<file path="src/rtl/e_muldiv_unit_if.sv">
// Execute-stage handshake between the pipeline and the RV32M multiply/divide unit.
interface e_muldiv_unit_if #(
  parameter int DATA_WIDTH = 32
);
  logic                  E_start;
  logic [2:0]            E_op;
  logic [DATA_WIDTH-1:0] E_a;
  logic [DATA_WIDTH-1:0] E_b;
  logic                  E_flush;
  logic                  busy;
  logic                  done;
  logic [DATA_WIDTH-1:0] result;
  logic                  stall_req;

  modport master (
    output E_start, E_op, E_a, E_b, E_flush,
    input  busy, done, result, stall_req
  );

  modport slave (
    input  E_start, E_op, E_a, E_b, E_flush,
    output busy, done, result, stall_req
  );
endinterface

</file>
<file path="src/rtl/e_muldiv_unit.sv">
// Iterative RV32M unit: radix-2 shift-add multiply and restoring divide, one bit per cycle.
// Define MULDIV_DIV_EN to build the divider; otherwise ops 4-7 complete at once with result 0.
module e_muldiv_unit #(
  parameter int DATA_WIDTH = 32
) (
  input  logic           clk,
  input  logic           rst,
  e_muldiv_unit_if.slave bus
);

  localparam int W = DATA_WIDTH;

  typedef enum logic [1:0] {
    IDLE = 2'd0,
    RUN  = 2'd1,
    DONE = 2'd2
  } state_t;

  state_t          state_r, state_s;
  logic [2:0]      op_r;
  logic            neg_r;
  logic [W-1:0]    opd_r;      // multiplicand or divisor magnitude
  logic [2*W-1:0]  acc_r;      // {product hi, multiplier} or {remainder, quotient}
  logic [4:0]      cnt_r;
  logic            last_r;
  logic [W-1:0]    result_r;

  logic            a_sgn_s, b_sgn_s, a_neg_s, b_neg_s, neg_s;
  logic [W-1:0]    a_mag_s, b_mag_s;
  logic            special_s;
  logic [W-1:0]    special_val_s;
  logic            load_s, step_s, spec_wr_s, fin_wr_s;
  logic [W:0]      mul_sum_s;
  logic [2*W-1:0]  acc_step_s, mul_full_s;
  logic [W-1:0]    fin_val_s;
`ifdef MULDIV_DIV_EN
  logic [W:0]      div_rem_s;
  logic [W-1:0]    div_sub_s;
  logic [W-1:0]    quo_s, rem_s;
`endif

  // Operand signedness, magnitudes and result sign of the offered op
  always_comb begin
    a_sgn_s = 1'b0;
    b_sgn_s = 1'b0;
    case (bus.E_op)
      3'd1, 3'd4, 3'd6: begin
        a_sgn_s = 1'b1;
        b_sgn_s = 1'b1;
      end
      3'd2: a_sgn_s = 1'b1;
      default: begin
        a_sgn_s = 1'b0;
        b_sgn_s = 1'b0;
      end
    endcase
    a_neg_s = a_sgn_s & bus.E_a[W-1];
    b_neg_s = b_sgn_s & bus.E_b[W-1];
    if (a_neg_s) a_mag_s = -bus.E_a;
    else         a_mag_s = bus.E_a;
    if (b_neg_s) b_mag_s = -bus.E_b;
    else         b_mag_s = bus.E_b;
    case (bus.E_op)
      3'd1, 3'd2, 3'd4: neg_s = a_neg_s ^ b_neg_s;
      3'd6:             neg_s = a_neg_s;
      default:          neg_s = 1'b0;
    endcase
  end

  // Ops that complete without iterating
  always_comb begin
    special_s     = 1'b0;
    special_val_s = {W{1'b0}};
`ifdef MULDIV_DIV_EN
    if (bus.E_op[2] && (bus.E_b == {W{1'b0}})) begin
      special_s = 1'b1;
      if (bus.E_op[1]) special_val_s = bus.E_a;
      else             special_val_s = {W{1'b1}};
    end else if (bus.E_op[2] && !bus.E_op[0] &&
                 (bus.E_a == {1'b1, {(W-1){1'b0}}}) && (bus.E_b == {W{1'b1}})) begin
      // Signed overflow: quotient is the dividend itself, remainder zero
      special_s = 1'b1;
      if (bus.E_op[1]) special_val_s = {W{1'b0}};
      else             special_val_s = bus.E_a;
    end else begin
      special_s = 1'b0;
    end
`else
    if (bus.E_op[2]) special_s = 1'b1;
    else             special_s = 1'b0;
`endif
  end

  // One iteration of the shared accumulator
  always_comb begin
    mul_sum_s  = {1'b0, acc_r[2*W-1:W]} + (acc_r[0] ? {1'b0, opd_r} : {(W+1){1'b0}});
    acc_step_s = {mul_sum_s, acc_r[W-1:1]};
`ifdef MULDIV_DIV_EN
    div_rem_s = acc_r[2*W-1:W-1];
    div_sub_s = div_rem_s[W-1:0] - opd_r;
    if (op_r[2]) begin
      if (div_rem_s >= {1'b0, opd_r}) acc_step_s = {div_sub_s, acc_r[W-2:0], 1'b1};
      else                            acc_step_s = {acc_r[2*W-2:0], 1'b0};
    end else begin
      acc_step_s = {mul_sum_s, acc_r[W-1:1]};
    end
`endif
  end

  // Sign correction and result select once all bits are done
  always_comb begin
    if (neg_r) mul_full_s = -acc_r;
    else       mul_full_s = acc_r;
`ifdef MULDIV_DIV_EN
    if (neg_r) begin
      quo_s = -acc_r[W-1:0];
      rem_s = -acc_r[2*W-1:W];
    end else begin
      quo_s = acc_r[W-1:0];
      rem_s = acc_r[2*W-1:W];
    end
`endif
    case (op_r)
      3'd0:             fin_val_s = mul_full_s[W-1:0];
      3'd1, 3'd2, 3'd3: fin_val_s = mul_full_s[2*W-1:W];
`ifdef MULDIV_DIV_EN
      3'd4, 3'd5:       fin_val_s = quo_s;
      3'd6, 3'd7:       fin_val_s = rem_s;
`endif
      default:          fin_val_s = {W{1'b0}};
    endcase
  end

  // Next-state and datapath control
  always_comb begin
    state_s   = state_r;
    load_s    = 1'b0;
    step_s    = 1'b0;
    spec_wr_s = 1'b0;
    fin_wr_s  = 1'b0;
    case (state_r)
      IDLE: begin
        if (bus.E_start && !bus.E_flush) begin
          if (special_s) begin
            state_s   = DONE;
            spec_wr_s = 1'b1;
          end else begin
            state_s = RUN;
            load_s  = 1'b1;
          end
        end else begin
          state_s = IDLE;
        end
      end
      RUN: begin
        if (bus.E_flush) begin
          state_s = IDLE;
        end else if (last_r) begin
          state_s  = DONE;
          fin_wr_s = 1'b1;
        end else begin
          state_s = RUN;
          step_s  = 1'b1;
        end
      end
      DONE:    state_s = IDLE;
      default: state_s = IDLE;
    endcase
  end

  // State register
  always_ff @(posedge clk or negedge rst) begin
    if (!rst) state_r <= IDLE;
    else      state_r <= state_s;
  end

  // Operand latch and iteration registers
  always_ff @(posedge clk or negedge rst) begin
    if (!rst) begin
      op_r   <= 3'd0;
      neg_r  <= 1'b0;
      opd_r  <= {W{1'b0}};
      acc_r  <= {(2*W){1'b0}};
      cnt_r  <= 5'd0;
      last_r <= 1'b0;
    end else if (load_s) begin
      op_r   <= bus.E_op;
      neg_r  <= neg_s;
      opd_r  <= bus.E_op[2] ? b_mag_s : a_mag_s;
      acc_r  <= {{W{1'b0}}, (bus.E_op[2] ? a_mag_s : b_mag_s)};
      cnt_r  <= 5'd0;
      last_r <= 1'b0;
    end else if (step_s) begin
      acc_r <= acc_step_s;
      if (cnt_r == 5'd31) last_r <= 1'b1;
      else                cnt_r  <= cnt_r + 5'd1;
    end
  end

  // Result register, written only on entry to DONE
  always_ff @(posedge clk or negedge rst) begin
    if (!rst)           result_r <= {W{1'b0}};
    else if (spec_wr_s) result_r <= special_val_s;
    else if (fin_wr_s)  result_r <= fin_val_s;
  end

  assign bus.busy      = (state_r == RUN);
  assign bus.done      = (state_r == DONE);
  assign bus.result    = result_r;
  assign bus.stall_req = bus.E_start && (state_r != DONE);

endmodule

</file>
<file path="src/flat_wrapper.sv">
// flat-port wrapper written by rule: the top's interface ports become plain ports
module e_muldiv_unit_flat 
#(
  parameter int DATA_WIDTH = 32
)
  (clk, rst, bus_E_start, bus_E_op, bus_E_a, bus_E_b, bus_E_flush, bus_busy, bus_done, bus_result, bus_stall_req);
  e_muldiv_unit_if #(.DATA_WIDTH(DATA_WIDTH)) bus_i ();
  input  logic clk;
  input  logic rst;
  input wire logic [$bits(bus_i.E_start)-1:0] bus_E_start;
  input wire logic [$bits(bus_i.E_op)-1:0] bus_E_op;
  input wire logic [$bits(bus_i.E_a)-1:0] bus_E_a;
  input wire logic [$bits(bus_i.E_b)-1:0] bus_E_b;
  input wire logic [$bits(bus_i.E_flush)-1:0] bus_E_flush;
  output wire logic [$bits(bus_i.busy)-1:0] bus_busy;
  output wire logic [$bits(bus_i.done)-1:0] bus_done;
  output wire logic [$bits(bus_i.result)-1:0] bus_result;
  output wire logic [$bits(bus_i.stall_req)-1:0] bus_stall_req;
  assign bus_i.E_start = bus_E_start;
  assign bus_i.E_op = bus_E_op;
  assign bus_i.E_a = bus_E_a;
  assign bus_i.E_b = bus_E_b;
  assign bus_i.E_flush = bus_E_flush;
  assign bus_busy = bus_i.busy;
  assign bus_done = bus_i.done;
  assign bus_result = bus_i.result;
  assign bus_stall_req = bus_i.stall_req;
  e_muldiv_unit #(.DATA_WIDTH(DATA_WIDTH)) u_core (.clk(clk), .rst(rst), .bus(bus_i));
endmodule
</file>
<file path="config.mk">
export PLATFORM = sky130hd
export DESIGN_NAME = e_muldiv_unit_flat
export DESIGN_NICKNAME = d
export VERILOG_FILES = /design/src/rtl/e_muldiv_unit_if.sv /design/src/rtl/e_muldiv_unit.sv /design/src/flat_wrapper.sv
export SDC_FILE = /design/constraint.sdc
export NUM_CORES = 1
export LEC_CHECK = 0
export CORE_ASPECT_RATIO = 0.7
export CORE_MARGIN = 2
export CORE_UTILIZATION = 35
export DETAILED_ROUTE_END_ITERATION = 8
export SYNTH_ARGS = -nofsm -noshare
export SYNTH_HDL_FRONTEND = slang
export SYNTH_SLANG_ARGS = --single-unit
</file>
<file path="constraint.sdc">
create_clock -name clk -period 4.45 [get_ports clk]
set_input_delay 0.6675 -clock clk [delete_from_list [all_inputs] [get_ports clk]]
set_output_delay 0.6675 -clock clk [all_outputs]
set_load 0.02 [all_outputs]
</file>
Word-level counts from Yosys, hierarchy flattened
Index checks and enable logic that the tools add are counted.
{ "totals": {"reg_bits": 140, "output_inout_bits": 35} }
{ "classes": {"n_mux": 38, "reduce_logical": 14, "n_bitwise": 3, "n_eq_ne": 12, "n_addsub": 5} }
{ "op_table": {"columns": ["op", "count"], "rows": [
  ["$mux W32", 7],
  ["$mux W64", 3],
  ["$neg A32 Y32", 2],
  ["$neg A64 Y64", 1],
  ["$pmux W32 S2", 1],
  ["$add A32 B33 Y33", 1],
  ["$mux W1", 18],
  ["$mux W5", 3],
  ["$eq A3 B2 Y1 const B", 3],
  ["$reduce_or A3 Y1", 3],
  ["$mux W2", 4],
  ["$eq A3 B1 Y1 const B", 2],
  ["$eq A3 B3 Y1 const B", 2],
  ["$reduce_bool A2 Y1", 3],
  ["$add A5 B1 Y5 const B", 1],
  ["$eq A5 B5 Y1 const B", 1],
  ["$pmux W2 S2", 1],
  ["$reduce_and A2 Y1", 2],
  ["$reduce_or A4 Y1", 1],
  ["$logic_not A3 Y1", 1],
  ["$and A1 B1 Y1", 2],
  ["$eq A2 B1 Y1 const B", 1],
  ["$eq A2 B2 Y1 const B", 1],
  ["$logic_and A1 B1 Y1", 2],
  ["6 further kinds", 6]
]} }

Depth between registers and ports, before layout
Gate-level depths: netlist of the first run.
{ "logic_depth": {"depth_word": 7, "ltp_mapped": 12, "ltp_nobuf": 10} }

Worst setup path before layout of the first run
Ideal clock, no wire load.
{ "synth_timing": {"path_type": "register -> register", "start": "reg u_core.acc_r[0]", "end": "reg u_core.acc_r[61]", "path_buffers": 3, "stages_incl_launch_ff": 13, "setup_time_ps": 69, "required_ps": 4381, "slack_ps": 1359, "synth_period_minus_slack_ps": 3091, "arrival_time_ps": 3022, "path_cell_list": "dfrtp_1 clkbuf_1 clkbuf_1 and2_1 ha_1 clkbuf_1 and3_1 and3_1 nand3_1 o211a_1 o31ai_1 or4b_2 nand3b_1"} }
{ "synth_between": {"elab_chain_len": 4} }
{ "synth_rtl": {"columns": ["element", "line", "source"], "rows": [
  ["from (decl)", "e_muldiv_unit.sv:23", "logic [2*W-1:0] acc_r;"],
  ["from (signal assigned)", "e_muldiv_unit.sv:183", "acc_r <= {(2*W){1'b0}};"],
  ["from (signal assigned)", "e_muldiv_unit.sv:190", "acc_r <= {{W{1'b0}}, (bus.E_op[2] ? a_mag_s : b_mag_s)};"],
  ["from (signal assigned)", "e_muldiv_unit.sv:194", "acc_r <= acc_step_s;"],
  ["$mux W32", "e_muldiv_unit.sv:96", "mul_sum_s = {1'b0, acc_r[2*W-1:W]} + (acc_r[0] ? {1'b0, opd_r} : {(W+1){1'b0}});"],
  ["$add A32 B33 Y33", "e_muldiv_unit.sv:96", null],
  ["$mux W64", "e_muldiv_unit.sv:193", "end else if (step_s) begin"],
  ["$mux W64", "e_muldiv_unit.sv:186", "end else if (load_s) begin"]
]} }
Every way passes these cells. The select of a mux whose other input is x is not followed.
A chain may end at the register's enable or synchronous reset.

Worst setup path in the final report of the first run
Ends and elaborated chain as after synthesis.

==> results by group, run 1 <==
Run status
  – Run status: finished, final reports clean

Pwr
  – Switching power: 2.06 mW
  – Pwr Density: 448 nW/um2
  – Switch share: a little under two fifths
  – Clock power frac: roughly 30%
  – Gate power share: between 30% and 40%
  – Maximum vdd ir drop: between 0.2 and 0.3 mV
  – Internal power: around 3.4 mW
  – Sequential Power Share: between 30% and 40%
  – Leakage power: ~5.0 nW

Clocking
  – CTS Hold Buffers Added: 0
  – Clk slew on worst S/H paths: 0.06 ns
  – Clock buffer depth: 2
  – Worst-skew pair later-pin latency: 0.43 ns
  – Gates resized, CTS repair: 0
  – Post-CTS setup buffer count: 0
  – CTS Root Cell: clkbuf_16
  – H-tree depth: 4
  – Num CTS Buffers: 17
  – Clock Sinks: 140
  – CTS tree: built

Cells and area
  – Nets: 1400
  – Antenna cells: 0
  – Most frequent cells in the layout: nand2_1, o21ai_0, dfrtp_1, clkdlybuf4s50_1, xor2_1
  – # fillers: 2777
  – Commonest non-fill, non-tap cell in the layout: nand2_1
  – Util after Layout: about 43%
  – Final std cells w/o fill: ~1700
  – Area delta synth->final: 20.8%
  – Fraction of layout cells with a size suffix above 1: roughly 5.6%

Worst setup path
  – Setup crit start kind: flop
  – Worst path cell trace: buf_4 > and2_1 > ha_1 > and3_1 > and3_1 > nand3_1 > o211a_1 > o31ai_1 > or4b_2 > nand3b_1
  – Crit Path Max Fanout: 29
  – Worst Path Required: about 4.8 ns
  – CP Capture Type: flop
  – CP bufs+invs: 1
  – Delay-heaviest family, CP: simple AND/OR/NAND/NOR gates
  – CP max stage delay: ~0.64 ns
  – Slowest stage cell on the critical path: or4b_2
  – Critical Path Most Common Cell: and3_1
  – Setup CP Type: reg2reg
  – Critical path data arrival time: around 3.7 ns

Job
  – Max_cap viols: 0

Timing
  – Final setup vio count: 0
  – Setup TNS: 0 ns
  – RSZ-0062 raised after global routing: no
  – Setup Skew: ~0.0097 ns
  – Period utilization: around three quarters
  – Fmax: 298 MHz
  – Slew Limit Fails: 0
  – Hold Violations, Final: 0
  – Slew margin rel.: 31.4%
  – Period minus WS final: approximately 3.4 ns
  – Slew @ Worst Pin: between 1 and 1.5 ns

Global route
  – Pin count of the biggest net entering global routing: about 110
  – First-pass GRT wire length: 50400 um
  – Total track usage: roughly 21%
  – Total grt overflow: 0
  – Vias in the first global route: roughly 8600
  – Initial antenna violation count: 0

Floorplan
  – Placeable Area: 28000 um2
  – Die area: 30100 um2
  – Die Width: slightly above 200 um
  – Starting Density: a little over a third
  – Io pins: roughly 110
  – Std cell rows: approximately 50
  – Die height: ~150 um

Synthesis
  – Ys Warns: 0
  – Biggest area consumer among synthesized cells: dfrtp_1
  – Cells after Synth: 1217
  – Synth top area cells: dfrtp_1, o21ai_0, xor2_1, nand2_1, xnor2_1
  – Ys async rst share: 100%
  – Post-synthesis sequential area ratio: 34.9%
  – Number of synthesized flops with an enable pin: 0
  – Syn_area_per_cell: approximately 8.3 um2
  – Top-area cell type share of the netlist area: around a third
  – FF+latch count, synth: 140
  – Synth Flop Type: dfrtp_1
  – Synth cell types: 60
  – Syn nets: ~1300
  – Synthesized area: about 10000 um2

Route
  – DRC violations left: 0
  – Post-Route WL: around 32000 um
  – Metal3 WL: roughly 2700 um
  – Routed Antenna Nets: 0
  – Mean number of vias per cell: 5.66
  – Highest metal used: met4
  – DR vias: 9482
  – Wirelength per Cell: 19.1 um
  – Met2 wire length: between 10000 and 15000 um
  – Initial DRC Count: about 1100
  – Drt pass-1 iters: 5
  – Met1 wire length: roughly 17000 um

Place
  – Input/output buffers: 105
  – GPL Wtd Cong: approximately 0.95
  – Hpwl dp: approximately 24000 um
  – Dpl cells: around 1600

Worst hold path
  – Min-Delay Path Class: in2async
[flip-flops by register name, summed over array words and instances (netlist names)]
register	cells
u_core.opd_r	32
u_core.op_r	3
u_core.acc_r	64
u_core.neg_r	1
u_core.bus.result	32
u_core.cnt_r	5
u_core.state_r	2
u_core.last_r	1
[cell families (layout without fill, tap and decap cells)]
| logic type | Yosys count | count (layout) | share of synthesized area, % |
|---|---|---|---|
| AOI/OAI and AO/OA | 391 | 391 | 24.1 |
| xor gates and xnor gates | 149 | 149 | 13.0 |
| adders and majority gates | 38 | 38 | 4.81 |
| buffers and inverters | 88 | 175 | 3.29 |
| DFF | 140 | 140 | 34.9 |
| muxes | 3 | 3 | 0.312 |
| and+or+nand+nor | 408 | 408 | 19.6 |
[cell type report]
cell class | count | area [um2] | share of cell area [%]
Multi-Input combinational cell | 989 | 6230 | 51.3
Sequential cell | 140 | 3500 | 28.9
Timing Repair Buffer | 124 | 1190 | 9.85
Clock buffer | 22 | 484 | 3.99
Tap cell | 371 | 464 | 3.83
Clock inverter | 10 | 185 | 1.53
Inverter | 19 | 71.3 | 0.588
[routing by layer]
metal	vias to the layer above	global-route usage, %
met2	358	26.6
met1	4554	36.4
li1	4550	-
met4	0	3.82
met3	20	5.04
met5	-	0
[worst paths after layout]
path | cells past startpoint | endpoint | startpoint | slack, ns
setup / recovery | 10 | u_core.acc_r[61] | u_core.acc_r[0] | 1.10
hold / removal | 1 | u_core.state_r[1] | rst | 0.37
setup reg to reg | 10 | u_core.acc_r[61] | u_core.acc_r[0] | 1.10
hold reg to reg | 2 | u_core.opd_r[12] | u_core.opd_r[12] | 0.48
max in group asynchronous | 2 | u_core.acc_r[21] | rst | 2.98
min in group clk | 2 | u_core.opd_r[12] | u_core.opd_r[12] | 0.48
[worst reg2reg max path, stage by stage, from the launching register on]
cell and delay [ns]:
dfrtp_1 0.44, buf_4 0.24, and2_1 0.17, ha_1 0.41
and3_1 0.24, and3_1 0.16, nand3_1 0.14, o211a_1 0.28
o31ai_1 0.46, or4b_2 0.64, nand3b_1 0.11
[synth_stat cells (2+ instances only)]
cell type / instances
and2_1: 38
a21boi_0: 2
o21ai_0: 158
xor2_1: 83
xnor2_1: 66
or4_1: 5
a21o_1: 13
a21oi_1: 64
mux2i_1: 2
o21a_1: 7
o22ai_1: 5
and4_1: 3
o21bai_1: 5
a22oi_1: 46
buf_1: 4
nand3b_1: 2
inv_1: 19
o221ai_1: 5
o41ai_1: 20
clkbuf_1: 65
nor4_1: 16
nand3_1: 19
o211ai_1: 4
nor2b_1: 8
and3_1: 11
o31a_1: 2
nor2_1: 68
nand2_1: 162
a22o_1: 2
o211a_1: 2
a211oi_1: 6
ha_1: 37
nor3_1: 28
o31ai_1: 23
or4_4: 3
a31oi_1: 16
nand4_1: 15
dfrtp_1: 140
or3_1: 12
or2_2: 6
nand2b_1: 6
[power by group through the flow]
stage                     sequential (mW)  combinational (mW)  clock (mW)
after floorplan                      1.77                1.38           0
after global placement               1.95                1.81           0
after detailed placement             1.96                1.83           0
after CTS                            1.94                1.84        1.65
after global routing                 1.99                2.08        1.70
final                                1.95                1.87        1.62
[metrics by stage]
step	cell area [um2]	worst slack, ns	power (mW)	hold slack [ns]
6_report	12100	1.10	5.44	0.369
3_3_place_gp	11500	0.989	3.76	0.456
4_1_cts	12100	1.12	5.42	0.439
5_1_grt	12100	0.923	5.77	0.477
2_1_floorplan	10000	1.36	3.15	0.372
3_5_place_dp	11500	0.842	3.79	0.465
Power figures use the tool's default switching activity.
==> run 2: changes to the inputs <==
==> constraint.sdc (replaced) <==
create_clock -name clk -period 2.8 [get_ports clk]
set_input_delay 0.42 -clock clk [delete_from_list [all_inputs] [get_ports clk]]
set_output_delay 0.42 -clock clk [all_outputs]
set_load 0.02 [all_outputs]
==> results by group, run 2 (synthesis results as in run 1) <==
Run status
  – Run status: finished with violations
  – Failing checks: setup timing

Worst setup path
  – Setup CP Type: reg2reg
  – CP Capture Type: flop
  – Crit Path Max Fanout: 3
  – Worst Path Required: approximately 3.2 ns
  – Setup crit start kind: flop
  – Critical path data arrival time: about 3.3 ns

Route
  – Mean number of vias per cell: between 5 and 6
  – Initial DRC Count: between 900 and 1000
  – Routed Antenna Nets: 0
  – DR vias: 9977
  – DRC violations left: 0
  – Drt pass-1 iters: 5
  – Post-Route WL: about 34000 um
  – Wirelength per Cell: about 19 um

Clocking
  – Num CTS Buffers: 17
  – Clock Sinks: 140
  – CTS tree: built
  – Clock buffer depth: 2
  – H-tree depth: 4
  – Clk slew on worst S/H paths: around 0.060 ns
  – Worst-skew pair later-pin latency: roughly 0.43 ns
  – CTS Root Cell: clkbuf_16

Job
  – Max_cap viols: 0

Timing
  – Slew margin rel.: 49.5%
  – Hold Violations, Final: 0
  – RSZ-0062 raised after global routing: yes
  – Slew Limit Fails: 0
  – Period minus WS final: ~3 ns
  – Fmax: around 340 MHz
  – Slew @ Worst Pin: 0.757 ns
  – Final setup vio count: 1
  – Post-route setup slack: -0.139 ns
  – Period utilization: 105%
  – Setup Skew: between 0.01 and 0.015 ns

Global route
  – Pin count of the biggest net entering global routing: 80
  – First-pass GRT wire length: about 53000 um
  – Vias in the first global route: approximately 9300
  – Initial antenna violation count: 0
  – Total grt overflow: 0
  – Total track usage: 22.5%

Cells and area
  – Area delta synth->final: 34.4%
  – Fraction of layout cells with a size suffix above 1: between 10% and 20%
  – Largest register by flop count: u_core.acc_r
  – Design area: between 10000 and 15000 um2
  – Antenna cells: 0
  – Max FFs per register: 64
  – Nets: about 1500
  – Commonest non-fill, non-tap cell in the layout: nand2_1
  – Final std cells w/o fill: around 1800
  – Most frequent cells in the layout: nand2_1, o21ai_0, buf_4, dfrtp_1, clkdlybuf4s50_1

Place
  – Hpwl dp: between 20000 and 30000 um
  – DP Worst Slack: -0.186 ns
  – Input/output buffers: roughly 110
  – Placement Cell Area: roughly 12000 um2
  – Dpl cells: approximately 1800
  – GPL Wtd Cong: ~0.94

Floorplan
  – Die area: 30100 um2
  – Std cell rows: 51
  – Die height: 146 um
  – Starting Density: a little over a third
  – Io pins: about 110
  – Die Width: 206 um
  – Placeable Area: between 20000 and 30000 um2

Worst hold path
  – Min-Delay Path Class: in2async

Pwr
  – Maximum vdd ir drop: ~0.48 mV
  – Pwr Density: between 600 and 700 nW/um2
  – Leakage power: between 5 and 6 nW
run 2: cell count changes in the layout (fill, tap and decap cells not counted), moves of 4 or more:
cell	delta
a211oi_1	-4
a21oi_1	-8
and2_4	+5
buf_12	+4
and2_1	-5
o21ai_0	-6
o21ai_1	+6
buf_4	+125
ha_4	+10
a21oi_2	+8
ha_1	-12
run 2: path summary, 6_finish.rpt:
| path | startpoint | endpoint | slack (ns) | depth (start not counted) |
|---|---|---|---|---|
| setup / recovery | u_core.acc_r[49] | u_core.bus.result[31] | -0.14 | 7 |
| hold / removal | rst | u_core.state_r[1] | 0.02 | 1 |
| setup reg to reg | u_core.acc_r[49] | u_core.bus.result[31] | -0.14 | 7 |
| hold reg to reg | u_core.opd_r[7] | u_core.opd_r[7] | 0.47 | 2 |
| max in group asynchronous | rst | u_core.bus.result[19] | 1.98 | 2 |
| min in group clk | u_core.opd_r[7] | u_core.opd_r[7] | 0.47 | 2 |
run 2: critical path, cell delays in order (launching register included):
cell     delay [ns]
dfrtp_1        0.37
or4_4          0.55
or4_4          0.44
or3_4          0.35
or4_4          0.43
or4_1          0.47
a31oi_1        0.16
a211o_2        0.12
run 2: power by group:
part           internal, mW  switching [mW]
Combinational          1.89            2.08
Sequential             2.44           0.565
Clock                  1.56           0.906
Total                  5.88            3.56
run 2: stage by stage:
| stage | power (mW) | setup TNS, ns | hold slack (ns) | utilization, % |
|---|---|---|---|---|
| after CTS | 9.19 | -0.152 | 0.0475 | 46.9 |
| after floorplan | 5.02 | -0.303 | 0.124 | - |
| after detailed placement | 6.66 | -0.998 | 0.463 | 44.5 |
| final | 9.44 | -0.139 | 0.0158 | 48.2 |
| after global routing | 10.0 | -0.466 | 0.0699 | 48.2 |
| after global placement | 6.61 | -0.319 | 0.454 | 44.5 |
run 2: what timing repair did:
item | in CTS | in global routing
setup buffers | 2 | 6
pin swaps | 7 | 19
hold endpoints to repair | 0 | 0
setup endpoints to repair | 9 | 25
hold buffers | 0 | 0
cloned | 0 | 1
resized for setup | 7 | 56
run 2: cell type report:
class                      instances  area, um2
multi-input combinational        989       6540
clock inverter                    11        165
sequential                       140       3500
timing repair buffer             258       2280
clock buffer                      21        470
tap                              371        464
fill                            2665      14500
inverter                          19       71.3
run 2: routing by layer:
metal,track usage [%],share of wire [%],up-vias
met5,0,0,-
met4,3.93,0.85,0
met3,6.45,8.9,26
met2,29.3,39,347
met1,36.0,51,4790
li1,-,-,4814
